[src/rtl/l7_window_addr_gen.sv]
// Layer-7 window address generator: raster-scans the output feature map with
// a configurable stride, issuing one read address per position and stalling until win_done.
module l7_window_addr_gen #(
  parameter int unsigned IMG_W     = 16,
  parameter int unsigned IMG_H     = 16,
  parameter int unsigned STRIDE    = 1,
  parameter int unsigned ADDR_W    = 8,
  parameter int unsigned BASE_ADDR = 0
) (
  input  logic              clk,
  input  logic              rst,
  input  logic              start,
  input  logic              clr,
  input  logic              win_done,
  output logic              x_zero,
  output logic              addr_valid,
  output logic [ADDR_W-1:0] rd_addr,
  output logic [7:0]        x_pos,
  output logic [7:0]        y_pos,
  output logic              busy,
  output logic              done
);

  localparam logic [1:0] S_IDLE  = 2'd0;
  localparam logic [1:0] S_ISSUE = 2'd1;
  localparam logic [1:0] S_WAIT  = 2'd2;
  localparam logic [1:0] S_DONE  = 2'd3;

  localparam logic [7:0]        LAST_X    = 8'(((IMG_W - 1) / STRIDE) * STRIDE);
  localparam logic [7:0]        LAST_Y    = 8'(((IMG_H - 1) / STRIDE) * STRIDE);
  localparam logic [7:0]        POS_STEP  = 8'(STRIDE);
  localparam logic [ADDR_W-1:0] ADDR_STEP = ADDR_W'(STRIDE);
  localparam logic [ADDR_W-1:0] ROW_STEP  = ADDR_W'(STRIDE * IMG_W);
  localparam logic [ADDR_W-1:0] BASE      = ADDR_W'(BASE_ADDR);

  logic [1:0]        state_q, state_d;
  logic [7:0]        x_q, x_d, y_q, y_d;
  logic [ADDR_W-1:0] row_base_q, row_base_d, addr_q, addr_d;
  logic              av_q, av_d, xz_q, xz_d, busy_q, busy_d, done_q, done_d;

  // Every output flop is loaded from next-state values so pulses align with the state they belong to.
  always_comb begin
    state_d    = state_q;
    x_d        = x_q;
    y_d        = y_q;
    row_base_d = row_base_q;
    addr_d     = addr_q;
    av_d       = 1'b0;
    xz_d       = 1'b0;
    done_d     = 1'b0;
    busy_d     = busy_q;
    if (clr) begin
      state_d    = S_IDLE;
      x_d        = '0;
      y_d        = '0;
      row_base_d = '0;
      addr_d     = '0;
      busy_d     = 1'b0;
    end else begin
      case (state_q)
        S_IDLE: begin
          busy_d = 1'b0;
          if (start) begin
            state_d    = S_ISSUE;
            x_d        = '0;
            y_d        = '0;
            row_base_d = BASE;
            addr_d     = BASE;
            av_d       = 1'b1;
            xz_d       = 1'b1;
            busy_d     = 1'b1;
          end
        end
        S_ISSUE: begin
          state_d = S_WAIT;
          busy_d  = 1'b1;
        end
        S_WAIT: begin
          busy_d = 1'b1;
          if (win_done) begin
            if (x_q == LAST_X && y_q == LAST_Y) begin
              state_d = S_DONE;
              done_d  = 1'b1;
              busy_d  = 1'b0;
            end else if (x_q == LAST_X) begin
              state_d    = S_ISSUE;
              x_d        = '0;
              y_d        = y_q + POS_STEP;
              row_base_d = row_base_q + ROW_STEP;
              addr_d     = row_base_q + ROW_STEP;
              av_d       = 1'b1;
              xz_d       = 1'b1;
            end else begin
              state_d = S_ISSUE;
              x_d     = x_q + POS_STEP;
              addr_d  = addr_q + ADDR_STEP;
              av_d    = 1'b1;
            end
          end
        end
        S_DONE: begin
          state_d = S_IDLE;
          busy_d  = 1'b0;
        end
        default: begin
          state_d = S_IDLE;
          busy_d  = 1'b0;
        end
      endcase
    end
  end

  always_ff @(posedge clk or negedge rst) begin
    if (!rst) begin
      state_q    <= S_IDLE;
      x_q        <= '0;
      y_q        <= '0;
      row_base_q <= '0;
      addr_q     <= '0;
      av_q       <= 1'b0;
      xz_q       <= 1'b0;
      busy_q     <= 1'b0;
      done_q     <= 1'b0;
    end else begin
      state_q    <= state_d;
      x_q        <= x_d;
      y_q        <= y_d;
      row_base_q <= row_base_d;
      addr_q     <= addr_d;
      av_q       <= av_d;
      xz_q       <= xz_d;
      busy_q     <= busy_d;
      done_q     <= done_d;
    end
  end

  assign x_zero     = xz_q;
  assign addr_valid = av_q;
  assign rd_addr    = addr_q;
  assign x_pos      = x_q;
  assign y_pos      = y_q;
  assign busy       = busy_q;
  assign done       = done_q;

endmodule

[config.mk]
export PLATFORM = sky130hd
export DESIGN_NAME = l7_window_addr_gen
export DESIGN_NICKNAME = d
export VERILOG_FILES = /design/src/rtl/l7_window_addr_gen.sv
export SDC_FILE = /design/constraint.sdc
export NUM_CORES = 1
export LEC_CHECK = 0
export ABC_AREA = 1
export CAP_MARGIN = 0
export CORE_ASPECT_RATIO = 1.1
export CORE_MARGIN = 10
export CORE_UTILIZATION = 55
export DETAILED_ROUTE_END_ITERATION = 6
export PLACE_DENSITY = 0.81
export SYNTH_ARGS = -nofsm -noshare
export SYNTH_HDL_FRONTEND = slang
export SYNTH_SLANG_ARGS = --single-unit
[constraint.sdc]
create_clock -name clk -period 4.1 [get_ports clk]
set_input_delay 0.41 -clock clk [delete_from_list [all_inputs] [get_ports clk]]
set_output_delay 0.41 -clock clk [all_outputs]
set_load 0.01 [all_outputs]
==> results of run 1 <==
-- state kept, by name, summed over array words and instances (netlist names) --
signal / flops
addr_valid: 1
rd_addr: 8
state_q: 2
row_base_q: 4
done: 1
x_pos: 8
y_pos: 8
busy: 1
x_zero: 1
-- worst max-delay path, delay by kind of cell --
kind	cells	cell delay, ns
buf+inv	2	0.65
simple gates	5	1.01
compound gates	1	0.07
-- area by class of cell --
class	instances	area, µm²	share of cell area, %
Multi-Input combinational cell	199	1110	43.6
Inverter	27	101	3.99
Timing Repair Buffer	33	328	12.9
Clock buffer	7	86.3	3.40
Sequential cell	34	851	33.5
Tap cell	50	62.6	2.46
Clock inverter	1	5.00	0.197
-- worst min path at each step --
| stage | start | end | cells after the start |
|---|---|---|---|
| floorplan | rst | addr_valid | 0 |
| global placement | state_q[0] | state_q[0] | 1 |
| detailed placement | state_q[0] | state_q[0] | 1 |
| CTS | state_q[0] | state_q[0] | 1 |
| global route | state_q[0] | state_q[0] | 1 |
| finish | state_q[0] | state_q[0] | 1 |
-- logic make-up after synthesis --
family                     after synthesis
adders and majority gates                4
DFF                                     34
buffers and inverters                   32
and+or+nand+nor                        150
xor gates and xnor gates                 5
AOI/OAI and AO/OA                       40
-- power breakdown --
part           total, mW  switching (mW)  leakage, nW  internal (mW)
Sequential         0.356          0.0101        0.470          0.346
Combinational     0.0929          0.0591        0.693         0.0338
Clock              0.256           0.120       0.0482          0.135
Total              0.705           0.190         1.21          0.515
-- routing by layer --
layer	vias up	track usage (%)	share of wire (%)	routed length (µm)
met3	7	4.85	5.4	241
met2	27	23.8	49	2210
met1	839	16.3	44	1960
met4	0	4.73	1.2	53
li1	934	-	-	-
met5	-	0	0	0
-- cells in the final DEF (no fill, tap or decap), drive strengths merged, types with 4 or more instances in the layout --
cell	instances
nand3	27
or2	4
nor2	21
nand2	87
clkdlybuf4s50	32
o21ai	34
dfrtp	34
inv	27
xor2	5
ha	4
nand4	7
clkbuf	7
-- per-stage QoR --
step | cell area, µm² | worst slack [ns] | hold slack (ns) | power, mW | utilization, %
3_3_place_gp | 2450 | 1.88 | 0.492 | 0.454 | 66.5
2_1_floorplan | 2120 | 2.50 | 0.114 | 0.424 | -
6_report | 2540 | 2.14 | 0.510 | 0.705 | 69.0
5_1_grt | 2540 | 1.95 | 0.542 | 0.739 | 69.0
4_1_cts | 2540 | 2.15 | 0.503 | 0.712 | 69.0
3_5_place_dp | 2450 | 1.85 | 0.493 | 0.456 | 66.5
-- synthesized netlist by cell type (all sizes together) --
library cell / n / area [µm²]
inv: 27 / 101
or2: 4 / 25.0
o211ai: 1 / 7.51
nor3: 1 / 5.00
nand2: 87 / 367
o21bai: 1 / 7.51
o21ai: 34 / 215
xor2: 5 / 43.8
nand3b: 3 / 22.5
nand4: 7 / 43.8
a21o: 1 / 7.51
dfrtp: 34 / 851
nand3: 27 / 183
buf: 5 / 56.3
ha: 4 / 50.1
nor2: 21 / 116
a21oi: 3 / 15.0
==> run metrics, run 1 <==
status complete, no violations; first-pass GRT wire length 7.94 mm; Placer Congestion 0.822; post-route minimum period 1.96 ns; initial DRC count 146; die height 85.1 µm; CTS tree built; # rows 23; reg-to-reg endpoint y_pos[1]; CTS H-tree lvls 2; Max Clock Freq 511 MHz; # diodes 0; number of clock sinks 34; Slew Viols, Final 0; total wire length 4.46 mm; CP max FO 24; worst-case reg-to-reg path depth 8; post-synthesis cell type count 25; post-synthesis sequential area ratio 40.2%; Slowest-stage cell, CP clkdlybuf4s50_1; final setup fails 0; total power per unit cell area 277 mW/mm²; antenna violations before repair 0; Worst slew margin 71.0%; Fill cells 311; Max IR drop VDD 0.000148 V; skew final 0.00335 ns; FF+latch count, synth 34; Maximum Capacitance Violations 0; Worst Path Required 4.31 ns; io pins 33; Post-DP HPWL 3.26 mm; via count 1807; Worst Setup End Kind register; Area Overhead vs Synth 20.1%; Worst-path clk slew 0.07 ns; Setup crit start kind primary input; Max Root-Sink Buffers 2; setup_tns 0 ns; area of the mapped netlist 0.00212 mm²; Net Count, Synth 274; Leak 1.21 nW; HP Class reg2reg; Critical R2R Launch x_pos[0]; number of synthesis warnings 0; CP Cell Sequence clkdlybuf4s50_1 -> inv_2 -> nand2_1 -> nor2_4 -> nand3_4 -> nand3_4 -> nand2_1 -> o21ai_2; routed len/inst 12.7 µm; Mapped Cells 265; grt total ovfl 0; post-synthesis adder-cell area fraction 2.36%; post-route insts no fill 351; Final Hold Vio Count 0; Die ar. 0.00673 mm²; Num CTS Buffers 5; combinational family with the most area after synthesis simple AND/OR/NAND/NOR gates; fin crit share 47.7%; setup repair bufs after CTS 0; critical path class in2reg; DRC viols 0; Routed Antenna Nets 0; core area 0.00368 mm²; GRT Overall Usage 14.2%; RSZ-0062 raised after global routing false; post-CTS sizing 0; Port Buf Inserts 32; DRT Pass-1 Iters 4; placed cells 343; post-synthesis mux area share 0%; Initial Util 57.5%; worst skew pair latency 0.29 ns; vias in the first global route 1788; share of layout cells above drive strength 1 15.9%; Layout Nets 309; Post-Synth Simple-Gate Area 36.0%; worst stage delay on the critical path 0.48 ns; largest net degree at the start of global routing 35; Root Driver clkbuf_8; reg-to-reg slack, setup 2.19 ns; via/cell ratio 5.15; critical path endpoint y_pos[1]; Hold Buf Count CTS 0; Worst Path Arrival 2.16 ns; mean post-synth cell area 7.99 µm²; XOR/XNOR share of the synthesized area 2.07%; worst setup path startpoint clr; Worst-Margin Slew 0.434 ns; width of the die 79.2 µm; compound-gate portion of the synthesized area 11.9%
No activity file was read; power rests on OpenSTA's default activity.
==> run 2, diff against run 1 <==
- CORE_UTILIZATION: 55 -> 54
- PLACE_DENSITY: 0.81 -> 0.8
- clock period: 4.1 -> 2 ns (I/O delays scaled with it)
==> run 2 against run 1 <==
Non-clock buffer count is 3 higher. Combinational power increased by 110%. Setup slack worse by 1.9 ns. First-iteration DRC count down 13%. Critical path depth unchanged. Register-to-register slack lost 2.0 ns. Cell count increased by 0.85%. Critical path type is now reg2reg. Highest routed layer unchanged.
==> run metrics, run 2 (synthesis gave the netlist of run 1 again) <==
Root Driver clkbuf_8; multi-input logic area 0.00111 mm² (unchanged); reg-to-reg slack, setup 0.22 ns (-1.97 ns); fraction of power consumed by the clock network 36.3% (about the same); Port Buf Inserts 32 (unchanged); # rows 23 (unchanged); Post-DP HPWL 3.40 mm (+4.5%); HP Class in2async; setup repair bufs after CTS 0 (unchanged); Max IR drop VDD 0.000452 V (+200%); setup_tns 0 ns (unchanged); Num CTS Buffers 5 (unchanged); Worst Path Buf+Inv 0 (-2); Pint 1.06 mW (+110%); share of layout cells above drive strength 1 16.8% (+0.83 points); P_sw 0.397 mW (+110%); Worst Path Arrival 1.96 ns (-0.20 ns); skew final 0.00960 ns (+0.00625 ns); via count 1832 (+1.4%); io pins 33 (unchanged); Layout Nets 312 (+0.97%); most frequent cells in the layout 75 x nand2_1, 34 x dfrtp_1, 32 x clkdlybuf4s50_1; via/cell ratio 5.18 (+0.52%); reg-to-reg endpoint y_pos[2]; Leak 1.23 nW (+1.3%); initial DRC count 127 (-13%); core area 0.00371 mm² (+0.78%); RSZ-0062 raised after global routing false; Initial Util 57.0% (-0.45 points); largest net degree at the start of global routing 35 (unchanged); Placer Congestion 0.852 (+3.7%); Critical R2R Launch x_pos[1]; CTS tree built; Fill cells 309 (-0.64%); Max Clock Freq 561 MHz; Hold Buf Count CTS 0 (unchanged); CTS H-tree lvls 2 (unchanged); WP depth 8 (unchanged); CP max FO 24 (unchanged); width of the die 79.7 µm (+0.69%); post-route minimum period 1.78 ns; commonest non-fill, non-tap cell in the layout nand2_1; fin area 0.00256 mm² (+0.89%); total power per unit cell area 568 mW/mm² (+100%); CP Cell Sequence ha_1 -> nand2_2 -> nor2_4 -> nand3_4 -> nand2_4 -> nand3_4 -> nand2_1 -> o21ai_2; Maximum Capacitance Violations 0 (unchanged); Setup crit start kind register; status complete, no violations; fin crit share 89.2%; antenna violations before repair 0 (unchanged); dpl cell area 0.00247 mm² (+0.92%); GRT Overall Usage 14.4% (+0.23 points); fraction of power spent switching nets 27.3% (+0.34 points); first-pass GRT wire length 7.95 mm (+0.16%); number of clock sinks 34 (unchanged); Worst Setup End Kind register; Most Frequent Cell on Critical Path nand3_4; critical path class reg2reg; # diodes 0 (unchanged); Routed Antenna Nets 0 (unchanged); worst stage delay on the critical path 0.39 ns (-0.09 ns); die height 85.7 µm (+0.71%); final setup fails 0 (unchanged); Die ar. 0.00683 mm² (+1.4%); worst skew pair latency 0.29 ns (about the same); register share of total power 50.1% (-0.4 points); Worst slew margin 70.5% (-0.57 points); Seq. cell area 851 µm² (unchanged); vias in the first global route 1774 (-0.78%); Area Overhead vs Synth 21.2%; combinational power share 13.6% (+0.4 points); post-CTS sizing 0 (unchanged); routed len/inst 13.1 µm (+3.2%); total wire length 4.64 mm (+4.1%); Worst-path clk slew 0.07 ns (about the same); Final Hold Vio Count 0 (unchanged); Worst-Margin Slew 0.443 ns (+0.00849 ns); Worst Path Required 2.18 ns (-2.13 ns); worst-case reg-to-reg path depth 8 (unchanged); DRT Pass-1 Iters 4 (unchanged); grt total ovfl 0 (unchanged); Slew Viols, Final 0 (unchanged); critical path's top delay family simple AND/OR/NAND/NOR gates; Max Root-Sink Buffers 2 (unchanged); Slowest-stage cell, CP dfrtp_1; DRC viols 0 (unchanged)
run 2: cell types whose count changed in the layout (fill, tap and decap cells not counted):
cell,before,now
buf_4,1,4
run 2: per-layer routing:
layer	up-vias	routed length, µm	global-route usage, %
li1	940	-	-
met1	853	2030	16.6
met2	32	2300	24.0
met3	7	251	5.01
met4	0	64	4.89
met5	-	0	0
run 2: per-stage QoR:
step / utilization (%) / power, mW / setup WS [ns] / hold slack, ns / instances
6_report: 69.1 / 1.46 / 0.217 / 0.314 / 354
5_1_grt: 69.1 / 1.53 / 0.0886 / 0.375 / 354
4_1_cts: 69.1 / 1.47 / 0.195 / 0.328 / 354
3_5_place_dp: 66.6 / 0.941 / 0.146 / 0.492 / 346
3_3_place_gp: 66.6 / 0.938 / 0.211 / 0.492 / 346
2_1_floorplan: - / 0.870 / 0.404 / -0.0956 / 265
run 2: final cells by class:
cell class | count | area share (%)
Multi-Input combinational cell | 199 | 43.2
Sequential cell | 34 | 33.2
Timing Repair Buffer | 36 | 13.7
Inverter | 27 | 3.95
Clock buffer | 7 | 3.37
Tap cell | 50 | 2.44
Clock inverter | 1 | 0.195
run 2: worst max-delay path by stage:
stage | startpoint | to
floorplan | x_pos[0] | y_pos[5]
global placement | clr | row_base_q[7]
detailed placement | clr | y_pos[2]
CTS | x_pos[1] | y_pos[2]
global route | x_pos[1] | y_pos[2]
finish | x_pos[1] | y_pos[2]
run 2: power groups by stage:
stage          clock network (mW)  registers, mW  logic, mW
2_1_floorplan                   0          0.748      0.122
3_3_place_gp                    0          0.742      0.195
3_5_place_dp                    0          0.741      0.200
4_1_cts                     0.538          0.729      0.201
5_1_grt                     0.569          0.734      0.223
6_report                    0.529          0.729      0.198
==> RTL edit 1 (flow settings as in run 2) <==
`ADDR_W`: 8 -> 7.
--- a/src/rtl/l7_window_addr_gen.sv
+++ b/src/rtl/l7_window_addr_gen.sv
@@ -4,7 +4,7 @@
   parameter int unsigned IMG_W     = 16,
   parameter int unsigned IMG_H     = 16,
   parameter int unsigned STRIDE    = 1,
-  parameter int unsigned ADDR_W    = 8,
+  parameter int unsigned ADDR_W    = 7,
   parameter int unsigned BASE_ADDR = 0
 ) (
   input  logic              clk,
Interface: changed (resized rd_addr); port bits go from 33 to 32. No check against the original RTL was run, so the function may have changed too.
==> RTL edit 1 against run 2 <==
Setup slack worse by 0.019 ns; clock power down 22%; sequential power down 8.2%; power down 17%; synthesized area down 7.4%; wire length down 6.9%; sequential cell count down 2; maximum frequency down 1.1%; cell area down 7.6%; critical path type unchanged; critical endpoint is now y_pos[3]; largest cell class unchanged; highest routed layer unchanged.
==> RTL edit 1: results <==
cells_and_area:
  seq_area_share_pct: 33.8
  drive_gt1_share_pct: 16.4
  fillCellCount: 296
  layout.clock.cell_area_share_pct: 2.75
  clock_buffer_count: 7
  buf_share_pct: 14.4
  n_all_inverters: 20
  multi_input_area_share_pct: 43.4
  comb.multi_input.count: 187
  nNetsFinal: 290
  num-nonclk-buffers: 35
  fin_cells: 329
  seq_cells: 32
  diodes: 0
worst_setup_path:
  worst-path-max-fanout: 17
  max_stage_delay_ns: 0.45
  worst_path_max_delay_cell: "dfrtp_1"
  cp.arrival_ns: 2.01
  crit_family: "simple AND/OR/NAND/NOR gates"
  end_kind: "flip-flop"
timing:
  final-max-slew-violation-count: 0
  fin_skew_ns: 0.00254
  worst_slew_pin_slew_ns: 0.411
clock_network:
  insertion_delay_ns: 0.33
  cts_buffer_depth: 2
  clk_pin_slew_worst_paths_ns: 0.09
  root_buffer: "clkbuf_4"
  cts_setup_buffers: 0
  cts_resized: 0
  cts_max_level: 2
  cts_buffers: 5
detailed_routing:
  drt_iter0_markers: 152
  drtPass1Iterations: 4
  vias: 1710
  wl_per_cell_um: 13.1
place:
  dp_cells: 322
  gp_congestion: 0.882
  place_area_sq_um: 2300
  portBuffers: 31
  dp_hpwl_um: 3270
synth:
  synth_common_cells: "nand2_1, dfrtp_1, nand3_1"
  synthTopCellsByArea: "dfrtp_1, nand2_1, o21ai_2"
  seq_area_frac_synth_pct: 40.8
  ys.warnings.count: 0
  synthArstFlopShare_pct: 100
  synthCells: 243
  synthFlopType: "dfrtp_1"
  yosys.cell_types.count: 26
  syn_nets: 252
power:
  switchingPower_mw: 0.310
  cellLeakagePower_nw: 1.12
  vdd.ir_drop.worst_v: 0.000299
outcome:
  status: "complete, no violations"
global_route:
  antenna_found_initial: 0
  grt_max_degree: 33
  grt_pass1_wl_um: 7760
  grt_usage_pct: 14.3
hold_path:
  hp-class: "input pin to asynchronous set/reset pin"
floorplan:
  die-area_sq_um: 6440
==> RTL edit 1: per-layer routing <==
metal	share of wire [%]	vias to the layer above	track usage (%)
li1	-	870	-
met5	0	-	0
met1	45	789	16.8
met2	47	45	22.9
met4	0.97	0	4.62
met3	6.7	6	5.82
==> RTL edit 1: power by group through the flow <==
| stage | clock network (mW) | registers [mW] | logic, mW |
|---|---|---|---|
| 2_1_floorplan | 0 | 0.683 | 0.0885 |
| 6_report | 0.411 | 0.669 | 0.130 |
| 3_5_place_dp | 0 | 0.681 | 0.131 |
| 3_3_place_gp | 0 | 0.681 | 0.129 |
| 5_1_grt | 0.457 | 0.671 | 0.144 |
| 4_1_cts | 0.419 | 0.668 | 0.132 |
==> RTL edit 1: kinds of logic (layout without fill, tap and decap cells) <==
logic type               after synthesis  in the layout  synth area share, %
XOR/XNOR                               7              7                 3.13
AO/OA/AOI/OAI                         31             31                 10.9
adder cells (fa/ha/maj)                4              4                 2.55
flip-flops                            32             32                 40.8
buffers and inverters                 24             62                 6.70
AND/OR/NAND/NOR                      145            145                 35.9
==> RTL edit 1: stage by stage <==
step / utilization [%] / setup slack [ns]
final: 69.4 / 0.198
after floorplan: - / 0.428
after CTS: 69.4 / 0.207
after global placement: 67.5 / 0.194
after detailed placement: 67.5 / 0.179
after global routing: 69.4 / 0.0652
==> RTL edit 1: worst paths after layout <==
kind / start / to / slack [ns] / depth (start not counted)
worst max register to register: x_pos[1] / y_pos[3] / 0.20 / 8
worst max-delay path: x_pos[1] / y_pos[3] / 0.20 / 8
worst min-delay path: rst / rd_addr[3] / 0.26 / 2
worst min register to register: row_base_q[5] / row_base_q[5] / 0.50 / 2
max in group asynchronous: rst / row_base_q[5] / 1.45 / 2
min in group clk: row_base_q[5] / row_base_q[5] / 0.50 / 2
==> RTL edit 2 (config.mk and constraints of run 2) <==
Without the edit above. Take the reset off `x_q`, `y_q` and `addr_q` and load them in a clocked block of their own.
--- a/src/rtl/l7_window_addr_gen.sv
+++ b/src/rtl/l7_window_addr_gen.sv
@@ -113,25 +113,25 @@
   always_ff @(posedge clk or negedge rst) begin
     if (!rst) begin
       state_q    <= S_IDLE;
-      x_q        <= '0;
-      y_q        <= '0;
       row_base_q <= '0;
-      addr_q     <= '0;
       av_q       <= 1'b0;
       xz_q       <= 1'b0;
       busy_q     <= 1'b0;
       done_q     <= 1'b0;
     end else begin
       state_q    <= state_d;
-      x_q        <= x_d;
-      y_q        <= y_d;
       row_base_q <= row_base_d;
-      addr_q     <= addr_d;
       av_q       <= av_d;
       xz_q       <= xz_d;
       busy_q     <= busy_d;
       done_q     <= done_d;
     end
+  end
+
+  always_ff @(posedge clk) begin
+    x_q    <= x_d;
+    y_q    <= y_d;
+    addr_q <= addr_d;
   end
 
   assign x_zero     = xz_q;
Function: differs if rst is asserted again (counterexample within 4 cycles, from zero or initial values and one cycle with rst low); with rst held inactive, the same outputs for 10 cycles.
==> RTL edit 2 against run 2 <==
Sequential share of layout area decreased by 1.9 points; synthesized area decreased by 9.0%; clock skew decreased by 0.0066 ns; clock power decreased by 29%; setup slack improved by 0.068 ns; first-iteration DRC count decreased by 9.4%; sequential power decreased by 3.8%; non-clock buffer count unchanged; wire length decreased by 3.5%; sequential cell count unchanged; power decreased by 17%; cell count decreased by 0.28%; cell area decreased by 8.9%; largest power group unchanged.
==> RTL edit 2: results <==
cells_and_area:
  drive_gt1_share_pct: 9.51
  nNetsFinal: 313
  fillCellCount: 300
worst_setup_path:
  worst-path-max-fanout: 17
  critPathCapture: "rd_addr[5]"
  worstRegToRegCells: 8
  rrSetupSlack_ns: 0.28
  max_stage_delay_ns: 0.42
  worst_path_max_delay_cell: "dfxtp_1"
  cp.arrival_ns: 1.96
  cp-startpoint: "x_pos[0]"
synth:
  synthArstFlopShare_pct: 29.4
  synth.avg_cell_area_sq_um: 7.24
  seq_area_frac_synth_pct: 37.9
  synthTopCellsByArea: "dfxtp_1, nand2_1, dfrtp_1"
  synth_common_cells: "nand2_1, nor2_1, inv_1"
  synthFlopType: "dfxtp_1"
  syn_nets: 275
  yosys.cell_types.count: 31
global_route:
  met2_usage_pct: 24.5
  grt_usage_pct: 14.7
  grt_pass1_vias: 1631
  grtUsageMet3_pct: 6.26
  grt_pass1_wl_um: 7660
  use_met1_pct: 17.0
  grt_max_degree: 18
detailed_routing:
  drt_iter0_markers: 115
  met1_length_um: 2080
  ant_nets: 0
  drtPass1Iterations: 4
  wl_met2_um: 2020
  wl_met3_um: 332
  top_layer: "met4"
  viasPerCell: 5.08
  wl_per_cell_um: 12.7
  postRouteWirelength_um: 4480
clock_network:
  cts_resized: 0
  insertion_delay_ns: 0.34
  root_buffer: "clkbuf_4"
  cts_max_level: 2
  cts_buffer_depth: 2
  clk_pin_slew_worst_paths_ns: 0.11
place:
  gp_congestion: 0.923
  dp_cells: 345
  dp_hpwl_um: 3420
power:
  vdd.ir_drop.worst_v: 0.000451
  cellLeakagePower_nw: 0.984
floorplan:
  start_util_pct: 56.9
timing:
  whs_ns: 0.154
  fin_skew_ns: 0.00296
  slew-limit-headroom_pct: 71.5
hold_path:
  hp-class: "input pin to asynchronous set/reset pin"
outcome:
  status: "complete, no violations"
-- RTL edit 2: changes by cell type in the layout (fill, tap and decap cells not counted), moves of 8 or more --
cell            run 2  this run
o21ai_0            12         4
dfrtp_1            34        10
o21ai_2            12         0
a21oi_1             3        12
dfxtp_1             0        24
nand2_2            10         2
nor2_1             16        36
-- RTL edit 2: per-stage QoR --
stage	instance area [sq um]	worst slack, ns
floorplan	1930	0.433
detailed placement	2280	0.310
CTS	2340	0.299
finish	2340	0.284
global route	2340	0.131
global placement	2280	0.315
-- RTL edit 2: power breakdown --
group          total, mW  switching (mW)  internal [mW]
combinational      0.140          0.0877         0.0524
sequential         0.701         0.00971          0.691
clock              0.373           0.242          0.131
total               1.21           0.340          0.874
-- RTL edit 2: critical path, delay by kind of cell (launching register included) --
kind	cells	cell delay, ns
AND/OR/NAND/NOR	6	0.91
flip-flops	1	0.42
adder cells (fa/ha/maj)	1	0.22
buffers and inverters	1	0.09
-- RTL edit 2: cell families (layout without fill, tap and decap cells) --
| logic type | count (synthesis) | in the layout | share of synthesized area [%] |
|---|---|---|---|
| adders and majority gates | 4 | 4 | 2.60 |
| and+or+nand+nor | 160 | 160 | 40.4 |
| AOI/OAI and AO/OA | 28 | 28 | 8.45 |
| xor gates and xnor gates | 4 | 4 | 1.82 |
| buffers and inverters | 36 | 75 | 8.84 |
| DFF | 34 | 34 | 37.9 |
-- RTL edit 2: final cells by class --
class	instances	area [sq um]	area share (%)
clock buffer	5	37.5	1.61
clock inverter	3	16.3	0.696
inverter	31	116	4.98
multi-input combinational	196	1020	43.9
sequential	34	731	31.3
tap	48	60.1	2.57
timing repair buffer	36	350	15.0
